[config.mk]
export PLATFORM = sky130hd
export DESIGN_NAME = cpu_fetch_unit
export DESIGN_NICKNAME = d
export VERILOG_FILES = /design/src/rtl/cpu_fetch_unit.sv
export SDC_FILE = /design/constraint.sdc
export NUM_CORES = 1
export LEC_CHECK = 0
export CAP_MARGIN = 10
export CORE_ASPECT_RATIO = 2
export CORE_MARGIN = 3
export CORE_UTILIZATION = 51
export DETAILED_ROUTE_END_ITERATION = 10
export PLACE_DENSITY = 0.79
export SLEW_MARGIN = 20
export SYNTH_ARGS = -nofsm -noshare
export SYNTH_HDL_FRONTEND = slang
export SYNTH_SLANG_ARGS = --single-unit
[constraint.sdc]
create_clock -name i_clk -period 6.6 [get_ports i_clk]
set_clock_uncertainty 0.05 [all_clocks]
set_input_delay 1.32 -clock i_clk [delete_from_list [all_inputs] [get_ports i_clk]]
set_output_delay 1.32 -clock i_clk [all_outputs]
set_load 0.01 [all_outputs]
[src/rtl/cpu_fetch_unit.sv]
// cpu_fetch_unit: instruction fetch front-end with imem request credit, prefetch FIFO and redirect flush.
// Define CPU_FETCH_PERF_EN to add saturating accepted-fetch and dropped-response counters.
module cpu_fetch_unit #(
  parameter int unsigned DEPTH           = 4,
  parameter int unsigned MAX_OUTSTANDING = 2,
  parameter logic [31:0] RESET_PC        = 32'h0000_0000
) (
  input  logic        i_clk,
  input  logic        i_rst,
  output logic        o_imem_req_valid,
  input  logic        i_imem_req_ready,
  output logic [31:0] o_imem_req_addr,
  input  logic        i_imem_rsp_valid,
  input  logic [31:0] i_imem_rsp_data,
  input  logic        i_imem_rsp_err,
  input  logic        i_redirect,
  input  logic [31:0] i_redirect_pc,
  output logic        o_insn_valid,
  input  logic        i_insn_ready,
  output logic [31:0] o_insn,
  output logic [31:0] o_insn_pc,
  output logic [31:0] o_insn_pc_incr,
  output logic        o_insn_fault
`ifdef CPU_FETCH_PERF_EN
  ,
  output logic [31:0] o_perf_fetch_cnt,
  output logic [31:0] o_perf_drop_cnt
`endif
);
  localparam int unsigned PW  = (DEPTH > 1) ? $clog2(DEPTH) : 1;
  localparam int unsigned CW  = $clog2(DEPTH + 1);
  localparam logic [31:0] NOP = 32'h0000_0013;
  typedef enum logic {RUN, HALT} state_t;
  state_t        state_q, state_d;
  logic [31:0]   fetch_pc_q, fetch_pc_d, rsp_pc_q, rsp_pc_d, pend_addr_q;
  logic          pend_q, stale_q;
  logic [CW-1:0] in_flight_q, in_flight_d, drop_q, drop_d, count_q, count_d;
  logic [PW-1:0] rd_q, rd_d, wr_q, wr_d, wr_idx;
  logic [31:0]   mem_insn [DEPTH];
  logic [31:0]   mem_pc [DEPTH];
  logic          mem_fault [DEPTH];
  logic [31:0]   hold_insn_q, hold_pc_q, wr_insn, wr_pc;
  logic          hold_fault_q, wr_fault, wr_en;
  logic          issue_ok, accept, stale_acc, push, pop, misalign;
  // Request issue gated by credit; a request already presented stays up until accepted,
  // and one that was pending across a redirect is accepted and its response discarded.
  always_comb begin
    issue_ok = state_q == RUN && !i_redirect && in_flight_q < CW'(MAX_OUTSTANDING) &&
               ({1'b0, count_q} + {1'b0, in_flight_q}) < (CW + 1)'(DEPTH);
    o_imem_req_valid = pend_q | (!i_rst & issue_ok);
    o_imem_req_addr  = pend_q ? pend_addr_q : fetch_pc_q;
    accept    = o_imem_req_valid & i_imem_req_ready;
    stale_acc = accept & (i_redirect | stale_q);
    push      = i_imem_rsp_valid && drop_q == '0 && !i_redirect;
    o_insn_valid = count_q != '0;
    pop       = o_insn_valid & i_insn_ready & !i_redirect;
    misalign  = i_redirect & |i_redirect_pc[1:0];
    in_flight_d = in_flight_q + CW'(accept) - CW'(i_imem_rsp_valid);
    drop_d    = i_redirect ? in_flight_d
                           : drop_q - CW'(i_imem_rsp_valid && drop_q != '0) + CW'(stale_acc);
    fetch_pc_d = i_redirect ? i_redirect_pc : (accept && !stale_acc) ? fetch_pc_q + 32'd4 : fetch_pc_q;
    rsp_pc_d  = i_redirect ? i_redirect_pc : push ? rsp_pc_q + 32'd4 : rsp_pc_q;
    state_d   = i_redirect ? (misalign ? HALT : RUN) : (push && i_imem_rsp_err) ? HALT : state_q;
    count_d   = i_redirect ? CW'(misalign) : count_q + CW'(push) - CW'(pop);
    rd_d      = i_redirect ? '0 : rd_q + PW'(pop);
    wr_d      = i_redirect ? PW'(misalign) : wr_q + PW'(push);
    wr_en     = push | misalign;
    wr_idx    = i_redirect ? '0 : wr_q;
    wr_fault  = misalign | i_imem_rsp_err;
    wr_insn   = wr_fault ? NOP : i_imem_rsp_data;
    wr_pc     = i_redirect ? i_redirect_pc : rsp_pc_q;
    o_insn       = o_insn_valid ? mem_insn[rd_q] : hold_insn_q;
    o_insn_pc    = o_insn_valid ? mem_pc[rd_q] : hold_pc_q;
    o_insn_fault = o_insn_valid ? mem_fault[rd_q] : hold_fault_q;
    o_insn_pc_incr = o_insn_pc + 32'd4;
  end
  // Control state, pointers and last-presented output values.
  always_ff @(posedge i_clk or posedge i_rst) begin
    if (i_rst) begin
      state_q      <= RUN;
      fetch_pc_q   <= RESET_PC;
      rsp_pc_q     <= RESET_PC;
      pend_addr_q  <= RESET_PC;
      pend_q       <= 1'b0;
      stale_q      <= 1'b0;
      in_flight_q  <= '0;
      drop_q       <= '0;
      count_q      <= '0;
      rd_q         <= '0;
      wr_q         <= '0;
      hold_insn_q  <= NOP;
      hold_pc_q    <= '0;
      hold_fault_q <= 1'b0;
    end else begin
      state_q     <= state_d;
      fetch_pc_q  <= fetch_pc_d;
      rsp_pc_q    <= rsp_pc_d;
      pend_addr_q <= o_imem_req_addr;
      pend_q      <= o_imem_req_valid & !i_imem_req_ready;
      stale_q     <= o_imem_req_valid & !i_imem_req_ready & (i_redirect | stale_q);
      in_flight_q <= in_flight_d;
      drop_q      <= drop_d;
      count_q     <= count_d;
      rd_q        <= rd_d;
      wr_q        <= wr_d;
      if (o_insn_valid) begin
        hold_insn_q  <= o_insn;
        hold_pc_q    <= o_insn_pc;
        hold_fault_q <= o_insn_fault;
      end
    end
  end
  // Prefetch FIFO storage; entries are only read while count is non-zero.
  always_ff @(posedge i_clk) begin
    if (wr_en) begin
      mem_insn[wr_idx]  <= wr_insn;
      mem_pc[wr_idx]    <= wr_pc;
      mem_fault[wr_idx] <= wr_fault;
    end
  end
`ifdef CPU_FETCH_PERF_EN
  // Saturating counts of accepted requests and discarded responses.
  always_ff @(posedge i_clk or posedge i_rst) begin
    if (i_rst) begin
      o_perf_fetch_cnt <= '0;
      o_perf_drop_cnt  <= '0;
    end else begin
      if (accept && o_perf_fetch_cnt != '1) o_perf_fetch_cnt <= o_perf_fetch_cnt + 32'd1;
      if (i_imem_rsp_valid && !push && o_perf_drop_cnt != '1) o_perf_drop_cnt <= o_perf_drop_cnt + 32'd1;
    end
  end
`endif
endmodule
==> results of run 1 <==
Yosys cell counts, drive strengths merged (2+ instances only):
cell type	count
nand2	286
edfxtp	260
dfrtp	174
mux2	94
mux4	65
xnor2	65
nand3	45
and2	37
inv	35
nor2	34
o21ai	31
buf	29
clkbuf	28
xor2	23
nand4	22
a21oi	20
ha	14
and3	13
nor4	10
nand2b	8
nor3	8
mux2i	6
nor2b	5
nand3b	4
nand4b	4
dfstp	3
fa	3
nor3b	3
nor4b	3
or3	3
a21boi	2
a31oi	2
and4	2
o31a	2
how the worst max path moves through the flow:
stage | to | cells after the start | from | slack (ns)
after floorplan | count_q[0]$_DFF_PP0_ | 1 | i_rst | 0.43
after global placement | o_insn_pc_incr[30] | 13 | count_q[1]$_DFF_PP0_ | 1.07
after detailed placement | o_insn_pc_incr[30] | 13 | count_q[1]$_DFF_PP0_ | 0.88
after CTS | o_insn_pc_incr[30] | 13 | count_q[1]$_DFF_PP0_ | 0.30
after global routing | o_insn_pc_incr[30] | 11 | count_q[1]$_DFF_PP0_ | 0.06
final | o_insn_pc_incr[31] | 11 | count_q[0]$_DFF_PP0_ | 0.37
logic make-up after synthesis:
kind of cell,Yosys count,synth area share (%)
AOI/OAI and AO/OA,65,1.982
buffers and inverters,93,2.127
DFF,437,64.64
xor gates and xnor gates,88,4.070
muxes,165,13.82
and+or+nand+nor,488,12.12
adders and majority gates,17,1.242
per-layer routing:
layer	wire [µm]	track usage, %	vias up
li1	-	-	5266
met1	15460	24.89	5717
met2	23150	39.09	293
met3	1532	2.613	86
met4	1482	8.128	0
met5	0	0	-
placed cells by master (no fill, tap or decap), types with 14 or more instances in the layout:
cell and instances:
clkbuf_16 39, nor2_1 33, xnor2_1 65, edfxtp_1 260, and2_1 37, a21oi_1 20, o21ai_0 28, clkdlybuf4s50_1 200
mux4_2 56, nand4_1 20, dfrtp_1 172, nand3_1 45, nand2_1 286, mux2_2 94, ha_1 14, xor2_1 23
inv_1 33
state kept, by name, indices dropped and copies added (netlist names):
signal / cells
count_q: 3
drop_q: 3
fetch_pc_q: 32
hold_fault_q: 1
hold_insn_q: 32
hold_pc_q: 32
in_flight_q: 3
mem_fault: 4
mem_insn: 128
mem_pc: 128
pend_addr_q: 32
pend_q: 1
rd_q: 2
rsp_pc_q: 32
stale_q: 1
state_q: 1
wr_q: 2
final cells by class:
cell class / instances / area, µm² / area share (%)
repair buffers: 217 / 2165 / 9.522
diodes: 1 / 2.502 / 0.01101
multi-input cells: 823 / 6345 / 27.91
flip-flops and latches: 437 / 12250 / 53.87
clock inverters: 15 / 214.0 / 0.9412
inverters: 36 / 148.9 / 0.6550
clock buffers: 52 / 1045 / 4.596
well taps: 454 / 568.0 / 2.499
power by group through the flow:
stage | clock, µW | sequential, µW | combinational [µW]
final | 2270 | 3400 | 1960
after global placement | 0 | 3440 | 1920
after global routing | 2430 | 3440 | 2120
after detailed placement | 0 | 3460 | 1970
after CTS | 2320 | 3400 | 1980
after floorplan | 0 | 3390 | 1100
through the flow:
step                      setup slack (ns)  instances  hold WS [ns]
after floorplan                     0.4331       1353        0.3825
after global placement               1.069       1966        0.3926
after detailed placement            0.8834       1966        0.3991
after CTS                           0.3035       2033        0.4146
after global routing               0.05771       2035        0.4296
final                               0.3745       2035        0.4097
tightest hold or removal path, cell delays in order (launching register included):
cell and delay [ns]:
dfrtp_1 0.32, nand2_1 0.06, nand2_1 0.05
==> flow_metrics.env, run 1 <==
export IMPL_r2r_slack_ns=2.59
export IMPL_drv_slew=0
export IMPL_hold_path_class="register to register"
export IMPL_coreArea_um2=36540
export IMPL_wire_per_inst_um=20.45
export IMPL_critPathRequiredTime_ns=5.23
export IMPL_dp_hpwl_um=28670
export IMPL_drc=0
export IMPL_sw_frac_of_total_pct=28.32
export IMPL_via_per_inst=5.583
export IMPL_finalSetupViolCount=0
export IMPL_io_pins=202
export IMPL_overflow=0
export IMPL_reg2reg_from="count_q[0]$_DFF_PP0_"
export IMPL_crit_fanout=39
export IMPL_synth_edf_count=260
export IMPL_grt_max_degree=143
export IMPL_slew_headroom_pct=31.12
export IMPL_clk_latency_ns=0.54
export IMPL_crit_chain="nor3_2 > buf_4 > clkinv_2 > buf_4 > mux2i_1 > inv_1 > and3_1 > nand4_1 > nor4b_2 > xor2_1 > clkdlybuf4s50_1"
export IMPL_initial_core_util_pct=51.82
export IMPL_synthesis_area_um2=18940
export IMPL_pwr_share_seq_pct=44.6
export IMPL_critPathMaxStageDelay_ns=0.56
export IMPL_pwr_share_comb_pct=25.6
export IMPL_p_int_uw=5469
export IMPL_cts_tree="yes"
export IMPL_r2r_end="count_q[2]$_DFF_PP0_"
export IMPL_syn_nets=1441
export IMPL_syn_avg_cell_area_um2=14.00
export IMPL_ys_seq_area_share_pct=64.64
export IMPL_outcome="completed"
export IMPL_cts_buffers_inserted=37
export IMPL_synthTopCellsByArea="edfxtp_1 (41%), dfrtp_1 (23%), mux4_2 (6.7%)"
export IMPL_period_share_pct=94.33
export IMPL_synth_seq_cells=437
export IMPL_htreeDepth=2
export IMPL_yosys_warnings=0
export IMPL_via_count=11360
export IMPL_die_y_um=278.5
export IMPL_nets=1640
export IMPL_area_growth_pct=20.05
export IMPL_clock_sinks=437
export IMPL_gr_usage_all_layers_pct=21.21
export IMPL_hold_viol_final=0
export IMPL_reg2regPathDepth=12
export IMPL_clkSlewWorstSetupHoldPaths_ns=0.07
export IMPL_p_leak_uw=0.008645
export IMPL_clock_fmax_ghz=0.1606
export IMPL_grt_pass1_vias=12070
export IMPL_hold_start="hold_insn_q[18]$_DFFE_PP0N_"
export IMPL_clockBufferDepth=3
export IMPL_crit_arrival_ns=4.86
export IMPL_utilization_pct=62.21
export IMPL_crit_path_frequent_cell="buf_4"
export IMPL_p_total_uw=7630
export IMPL_clkPwrFrac_pct=29.8
export IMPL_yosys_area_top_type_share_pct=41.23
export IMPL_antenna_left=0
export IMPL_crit_family="buffers and inverters"
export IMPL_cp_end_kind="primary output"
export IMPL_rows=99
export IMPL_grt_setup_unrepaired="false"
export IMPL_tightestPinTransition_ns=1.033
export IMPL_post_dp_cell_area_um2=21450
export IMPL_maxCapViolCount=0
export IMPL_syn_inst=1353
export IMPL_nFillCells=2667
export IMPL_synth_area_leader_cell="edfxtp_1"
export IMPL_slowest_stage="clkdlybuf4s50_1"
export IMPL_routed_wl_um=41630
export IMPL_crit_path_start_kind="register"
export IMPL_hold_depth=2
export IMPL_ctsHoldBuffers=0
export IMPL_drt_initial_drc_count=698
export IMPL_first_pass_iters=5
export IMPL_synthArstFlopShare_pct=40.50
export IMPL_stdcell_area_um2=22730
export IMPL_ys_types=57
export IMPL_crit_type="register to primary output"
export IMPL_synth_ff_type="edfxtp_1"
export IMPL_fin_crit_ns=6.226
export IMPL_die_w_um=142.3
export IMPL_p_switching_uw=2161
export IMPL_cellPowerDensity_nw_per_um2=335.6
export IMPL_hold_end="hold_insn_q[18]$_DFFE_PP0N_"
export IMPL_final_layout_size_suffix_gt1_share_pct=15.70
export IMPL_tns_ns=0
export IMPL_clockRootBuffer="clkbuf_16"
export IMPL_die_area_um2=39620
export IMPL_post_cts_buffers=0
export IMPL_crit_buf_inv=5
export IMPL_post_cts_resized=0
export IMPL_antenna_found_initial=1
export IMPL_worst_ir_drop_vdd_v=0.0002168
export IMPL_globalplace_congestion=0.8476
export IMPL_grt_pass1_wl_um=65850
export IMPL_port_buffer_count=201
No activity file was read; power rests on OpenSTA's default activity.
==> run 2, diff against run 1 <==
--- a/config.mk
+++ b/config.mk
@@ -11,5 +11,5 @@
 export CORE_UTILIZATION = 51
 export DETAILED_ROUTE_END_ITERATION = 10
-export PLACE_DENSITY = 0.79
+export PLACE_DENSITY = 0.88
 export SLEW_MARGIN = 20
 export SYNTH_ARGS = -nofsm -noshare
--- a/constraint.sdc
+++ b/constraint.sdc
@@ -3,3 +3,3 @@
 set_input_delay 1.32 -clock i_clk [delete_from_list [all_inputs] [get_ports i_clk]]
 set_output_delay 1.32 -clock i_clk [all_outputs]
-set_load 0.01 [all_outputs]
+set_load 0.1 [all_outputs]
==> flow_metrics.env, run 2 (synthesis gave the netlist of run 1 again) <==
export IMPL_outcome="completed"
export IMPL_tightestPinTransition_ns=1.135
export IMPL_grt_setup_unrepaired="false"
export IMPL_die_y_um=278.5
export IMPL_area_growth_pct=19.80
export IMPL_htreeDepth=2
export IMPL_cellPowerDensity_nw_per_um2=420.2
export IMPL_regArea_um2=12250
export IMPL_nets=1642
export IMPL_overflow=0
export IMPL_wire_per_inst_um=22.10
export IMPL_setup_ws_ns=0.4218
export IMPL_tns_ns=0
export IMPL_final_cell_mix="nand2_1 (286), edfxtp_1 (260), clkdlybuf4s50_1 (178)"
export IMPL_crit_path_start_kind="register"
export IMPL_multi_input_area_um2=6397
export IMPL_crit_type="register to primary output"
export IMPL_drc=0
export IMPL_p_total_uw=9532
export IMPL_clock_fmax_ghz=0.1619
export IMPL_post_cts_buffers=0
export IMPL_final_layout_size_suffix_gt1_share_pct=17.50
export IMPL_fin_crit_ns=6.178
export IMPL_rows=99
export IMPL_place_ws_ns=1.054
export IMPL_grt_pass1_vias=12460
export IMPL_top_regs="mem_insn x128, mem_pc x128"
export IMPL_grt_pass1_wl_um=69590
export IMPL_crit_arrival_ns=4.81
export IMPL_p_leak_uw=0.008694
export IMPL_hold_path_class="register to register"
export IMPL_wl_met1_um=16100
export IMPL_first_pass_iters=6
export IMPL_hold_start="hold_insn_q[9]$_DFFE_PP0N_"
export IMPL_cts_buffers_inserted=39
export IMPL_critPathRequiredTime_ns=5.23
export IMPL_drv_slew=0
export IMPL_clk_latency_ns=0.54
export IMPL_utilization_pct=62.09
export IMPL_via_per_inst=5.793
export IMPL_routed_wl_um=45080
export IMPL_crit_fanout=82
export IMPL_r2r_slack_ns=3.32
export IMPL_globalplace_congestion=0.8695
export IMPL_hold_viol_final=0
export IMPL_worst_ir_drop_vdd_v=0.0002744
export IMPL_finalSetupViolCount=0
export IMPL_met3_length_um=2179
export IMPL_nFillCells=2564
export IMPL_clockBufferDepth=3
export IMPL_ctsHoldBuffers=0
export IMPL_cts_tree="yes"
export IMPL_antenna_found_initial=3
export IMPL_coreArea_um2=36540
export IMPL_drt_initial_drc_count=976
export IMPL_initial_core_util_pct=51.82
export IMPL_cp_end_kind="primary output"
export IMPL_slew_headroom_pct=24.13
export IMPL_io_pins=202
export IMPL_top_layer="met4"
export IMPL_clock_sinks=437
export IMPL_post_cts_resized=0
export IMPL_clockRootBuffer="clkbuf_16"
export IMPL_gr_usage_all_layers_pct=22.70
export IMPL_grt_max_degree=87
export IMPL_layout_commonest_cell="nand2_1"
export IMPL_antenna_left=0
export IMPL_clkSlewWorstSetupHoldPaths_ns=0.07
export IMPL_period_share_pct=93.61
export IMPL_wl_met2_um=25020
export IMPL_die_w_um=142.3
export IMPL_startpoint="count_q[0]$_DFF_PP0_"
export IMPL_reg2reg_from="count_q[2]$_DFF_PP0_"
export IMPL_port_buffer_count=201
export IMPL_dp_hpwl_um=29580
export IMPL_die_area_um2=39620
export IMPL_via_count=11820
export IMPL_maxCapViolCount=0
-- run 2: changes by cell type in the layout (fill, tap and decap cells not counted), moves of 2 or more --
| cell | change |
|---|---|
| buf_4 | +24 |
| xnor2_1 | -6 |
| clkinv_8 | -2 |
| clkinv_4 | +2 |
| diode_2 | +2 |
| clkdlybuf4s50_1 | -22 |
| clkbuf_1 | +4 |
| xnor2_2 | +6 |
| buf_12 | -2 |
-- run 2: per-layer routing --
metal	up-vias	track usage, %
met5	-	0
met4	0	10.30
met3	118	2.837
met2	454	41.35
met1	5981	26.30
li1	5265	-
-- run 2: through the flow --
stage | area (µm²) | hold WS [ns] | cells
6_report | 22690 | 0.4122 | 2040
5_1_grt | 22690 | 0.4390 | 2040
4_1_cts | 22680 | 0.4154 | 2037
3_5_place_dp | 21440 | 0.3998 | 1967
3_3_place_gp | 21440 | 0.3935 | 1967
2_1_floorplan | 19000 | 0.3825 | 1353
-- run 2: cell type report --
type | count | area share (%)
flip-flops and latches | 437 | 53.98
multi-input cells | 823 | 28.20
repair buffers | 217 | 9.188
clock buffers | 56 | 4.671
well taps | 454 | 2.504
clock inverters | 14 | 0.7997
inverters | 36 | 0.6287
diodes | 3 | 0.03309
-- run 2: worst paths after layout --
path	end	cells past startpoint
hold / removal	hold_insn_q[9]$_DFFE_PP0N_	2
setup / recovery	o_insn_pc_incr[30]	12
hold reg to reg	hold_insn_q[9]$_DFFE_PP0N_	2
min in group asynchronous	hold_insn_q[27]$_DFFE_PP0N_	2
max in group asynchronous	rsp_pc_q[17]$_DFFE_PP0N_	3
setup reg to reg	drop_q[2]$_DFF_PP0_	12
-- run 2: power breakdown --
part,internal [µW],total [µW],switching [µW]
Combinational,921,3860,2940
Clock,1280,2260,983
Sequential,3220,3400,180
-- run 2: worst max-delay path: stages, from the launching register on --
cell and delay (ns):
dfrtp_1 0.43, nor3_2 0.25, buf_4 0.71, nand2_1 0.16, nand2_1 0.17, ha_1 0.34, o31a_1 0.20, nand4_1 0.14
a222oi_1 0.44, and2_1 0.55, nor3b_1 0.43, xor2_2 0.23, buf_12 0.20
==> run 3, diff against run 2 <==
CORE_UTILIZATION = 45   (was 51)
PLACE_DENSITY = 0.8   (was 0.88)
==> flow_metrics.env, run 3 (synthesis gave the netlist of run 1 again) <==
export IMPL_layout_commonest_cell="nand2_1"
export IMPL_crit_fanout=42
export IMPL_critPathMaxStageDelay_ns=1.17
export IMPL_r2r_slack_ns=3.27
export IMPL_fin_crit_ns=5.738
export IMPL_hold_viol_final=0
export IMPL_antenna_found_initial=4
export IMPL_worst_ir_drop_vdd_v=0.0002520
export IMPL_clock_sinks=437
export IMPL_clock_fmax_ghz=0.1743
export IMPL_period_share_pct=86.94
export IMPL_area_growth_pct=20.61
export IMPL_crit_buf_inv=3
export IMPL_die_area_um2=44730
export IMPL_coreArea_um2=41250
export IMPL_p_leak_uw=0.008712
export IMPL_initial_core_util_pct=45.91
export IMPL_grt_pass1_vias=12000
export IMPL_place_ws_ns=1.514
export IMPL_final_cell_mix="nand2_1 (286), edfxtp_1 (260), clkdlybuf4s50_1 (178)"
export IMPL_grt_setup_unrepaired="false"
export IMPL_slew_headroom_pct=21.55
export IMPL_hold_path_class="register to register"
export IMPL_drt_initial_drc_count=680
export IMPL_clockRootBuffer="clkbuf_16"
export IMPL_outcome="completed"
export IMPL_slowest_stage="clkdlybuf4s50_1"
export IMPL_clockBufferDepth=3
export IMPL_antenna_left=0
export IMPL_cp_end_kind="primary output"
export IMPL_grt_max_degree=87
export IMPL_final_layout_size_suffix_gt1_share_pct=18.19
export IMPL_post_dp_cell_area_um2=21540
export IMPL_cellPowerDensity_nw_per_um2=418.6
export IMPL_cts_tree="yes"
export IMPL_tightestPinTransition_ns=1.173
export IMPL_instances_no_fill=2120
export IMPL_post_cts_resized=0
export IMPL_crit_family="buffers and inverters"
export IMPL_routed_wl_um=43040
export IMPL_rows=105
export IMPL_crit_path_start_kind="register"
export IMPL_crit_type="register to primary output"
export IMPL_clk_latency_ns=0.54
export IMPL_dpl_cell_count=2048
export IMPL_via_per_inst=5.357
export IMPL_crit_chain="nor3_2 > inv_2 > buf_4 > nand2_1 > o21ai_1 > nand4b_1 > xnor2_1 > clkdlybuf4s50_1"
export IMPL_io_pins=202
export IMPL_htreeDepth=2
export IMPL_maxCapViolCount=0
export IMPL_clkSlewWorstSetupHoldPaths_ns=0.07
export IMPL_setup_ws_ns=0.8621
export IMPL_port_buffer_count=201
export IMPL_ctsHoldBuffers=0
export IMPL_utilization_pct=55.37
export IMPL_top_regs="mem_insn x128, mem_pc x128"
export IMPL_gr_usage_all_layers_pct=19.24
export IMPL_stdcell_area_um2=22840
export IMPL_globalplace_congestion=0.8467
export IMPL_drc=0
export IMPL_dp_hpwl_um=29780
export IMPL_regArea_um2=12250
export IMPL_wire_per_inst_um=20.30
export IMPL_nFillCells=3322
export IMPL_post_cts_buffers=0
export IMPL_multi_input_area_um2=6397
export IMPL_finalSetupViolCount=0
export IMPL_die_w_um=151.1
export IMPL_nets=1642
export IMPL_grt_pass1_wl_um=66460
export IMPL_cts_buffers_inserted=39
export IMPL_die_y_um=296.1
export IMPL_overflow=0
export IMPL_critPathRequiredTime_ns=5.23
export IMPL_first_pass_iters=5
export IMPL_tns_ns=0
export IMPL_via_count=11360
export IMPL_crit_arrival_ns=4.37
export IMPL_drv_slew=0
## run 3: cell types whose count changed in the layout (fill, tap and decap cells not counted), sizes merged
cell and delta:
bufinv +1, clkinv -1, clkbuf -9, diode -1, clkinvlp +6, inv +3
## run 3: power breakdown
part           leakage, µW  internal, µW  switching [µW]
Combinational      0.00360           920            2930
Sequential         0.00449          3220             178
Clock             0.000619          1320             996
Total              0.00871          5460            4100
## run 3: worst min-delay path: stages (launching register included)
cell     delay, ns
dfrtp_1       0.33
nand2_1       0.06
nand2_1       0.05
## run 3: path summary, 6_finish.rpt
check                                                 from                         end  cells after the start
max in group asynchronous                            i_rst   pend_addr_q[20]$_DFF_PP0_                      3
worst max-delay path                  count_q[1]$_DFF_PP0_          o_insn_pc_incr[13]                      8
worst max register to register        count_q[1]$_DFF_PP0_        count_q[2]$_DFF_PP0_                     11
worst min-delay path            hold_insn_q[9]$_DFFE_PP0N_  hold_insn_q[9]$_DFFE_PP0N_                      2
min in group asynchronous                            i_rst  hold_insn_q[7]$_DFFE_PP0N_                      2
worst min register to register  hold_insn_q[9]$_DFFE_PP0N_  hold_insn_q[9]$_DFFE_PP0N_                      2
## run 3: layer usage
metal	up-vias	GRT usage [%]	share of wire [%]
li1	5254	-	-
met1	5661	21.97	37
met2	329	35.35	54
met3	109	2.890	4.7
met4	4	8.282	4.8
met5	-	0	0.053
## run 3: per-stage QoR
| step | hold WS (ns) | power [µW] |
|---|---|---|
| 6_report | 0.4096 | 9561 |
| 5_1_grt | 0.4243 | 9923 |
| 4_1_cts | 0.4151 | 9643 |
| 3_5_place_dp | 0.3995 | 7312 |
| 3_3_place_gp | 0.3929 | 7234 |
| 2_1_floorplan | 0.3825 | 6389 |
## run 3: cell type report
type | instances | share of cell area (%)
Antenna cell | 2 | 0.02191
Clock buffer | 47 | 4.492
Clock inverter | 23 | 1.167
Inverter | 36 | 0.6245
Multi-Input combinational cell | 823 | 28.01
Sequential cell | 437 | 53.63
Tap cell | 535 | 2.931
Timing Repair Buffer | 217 | 9.127
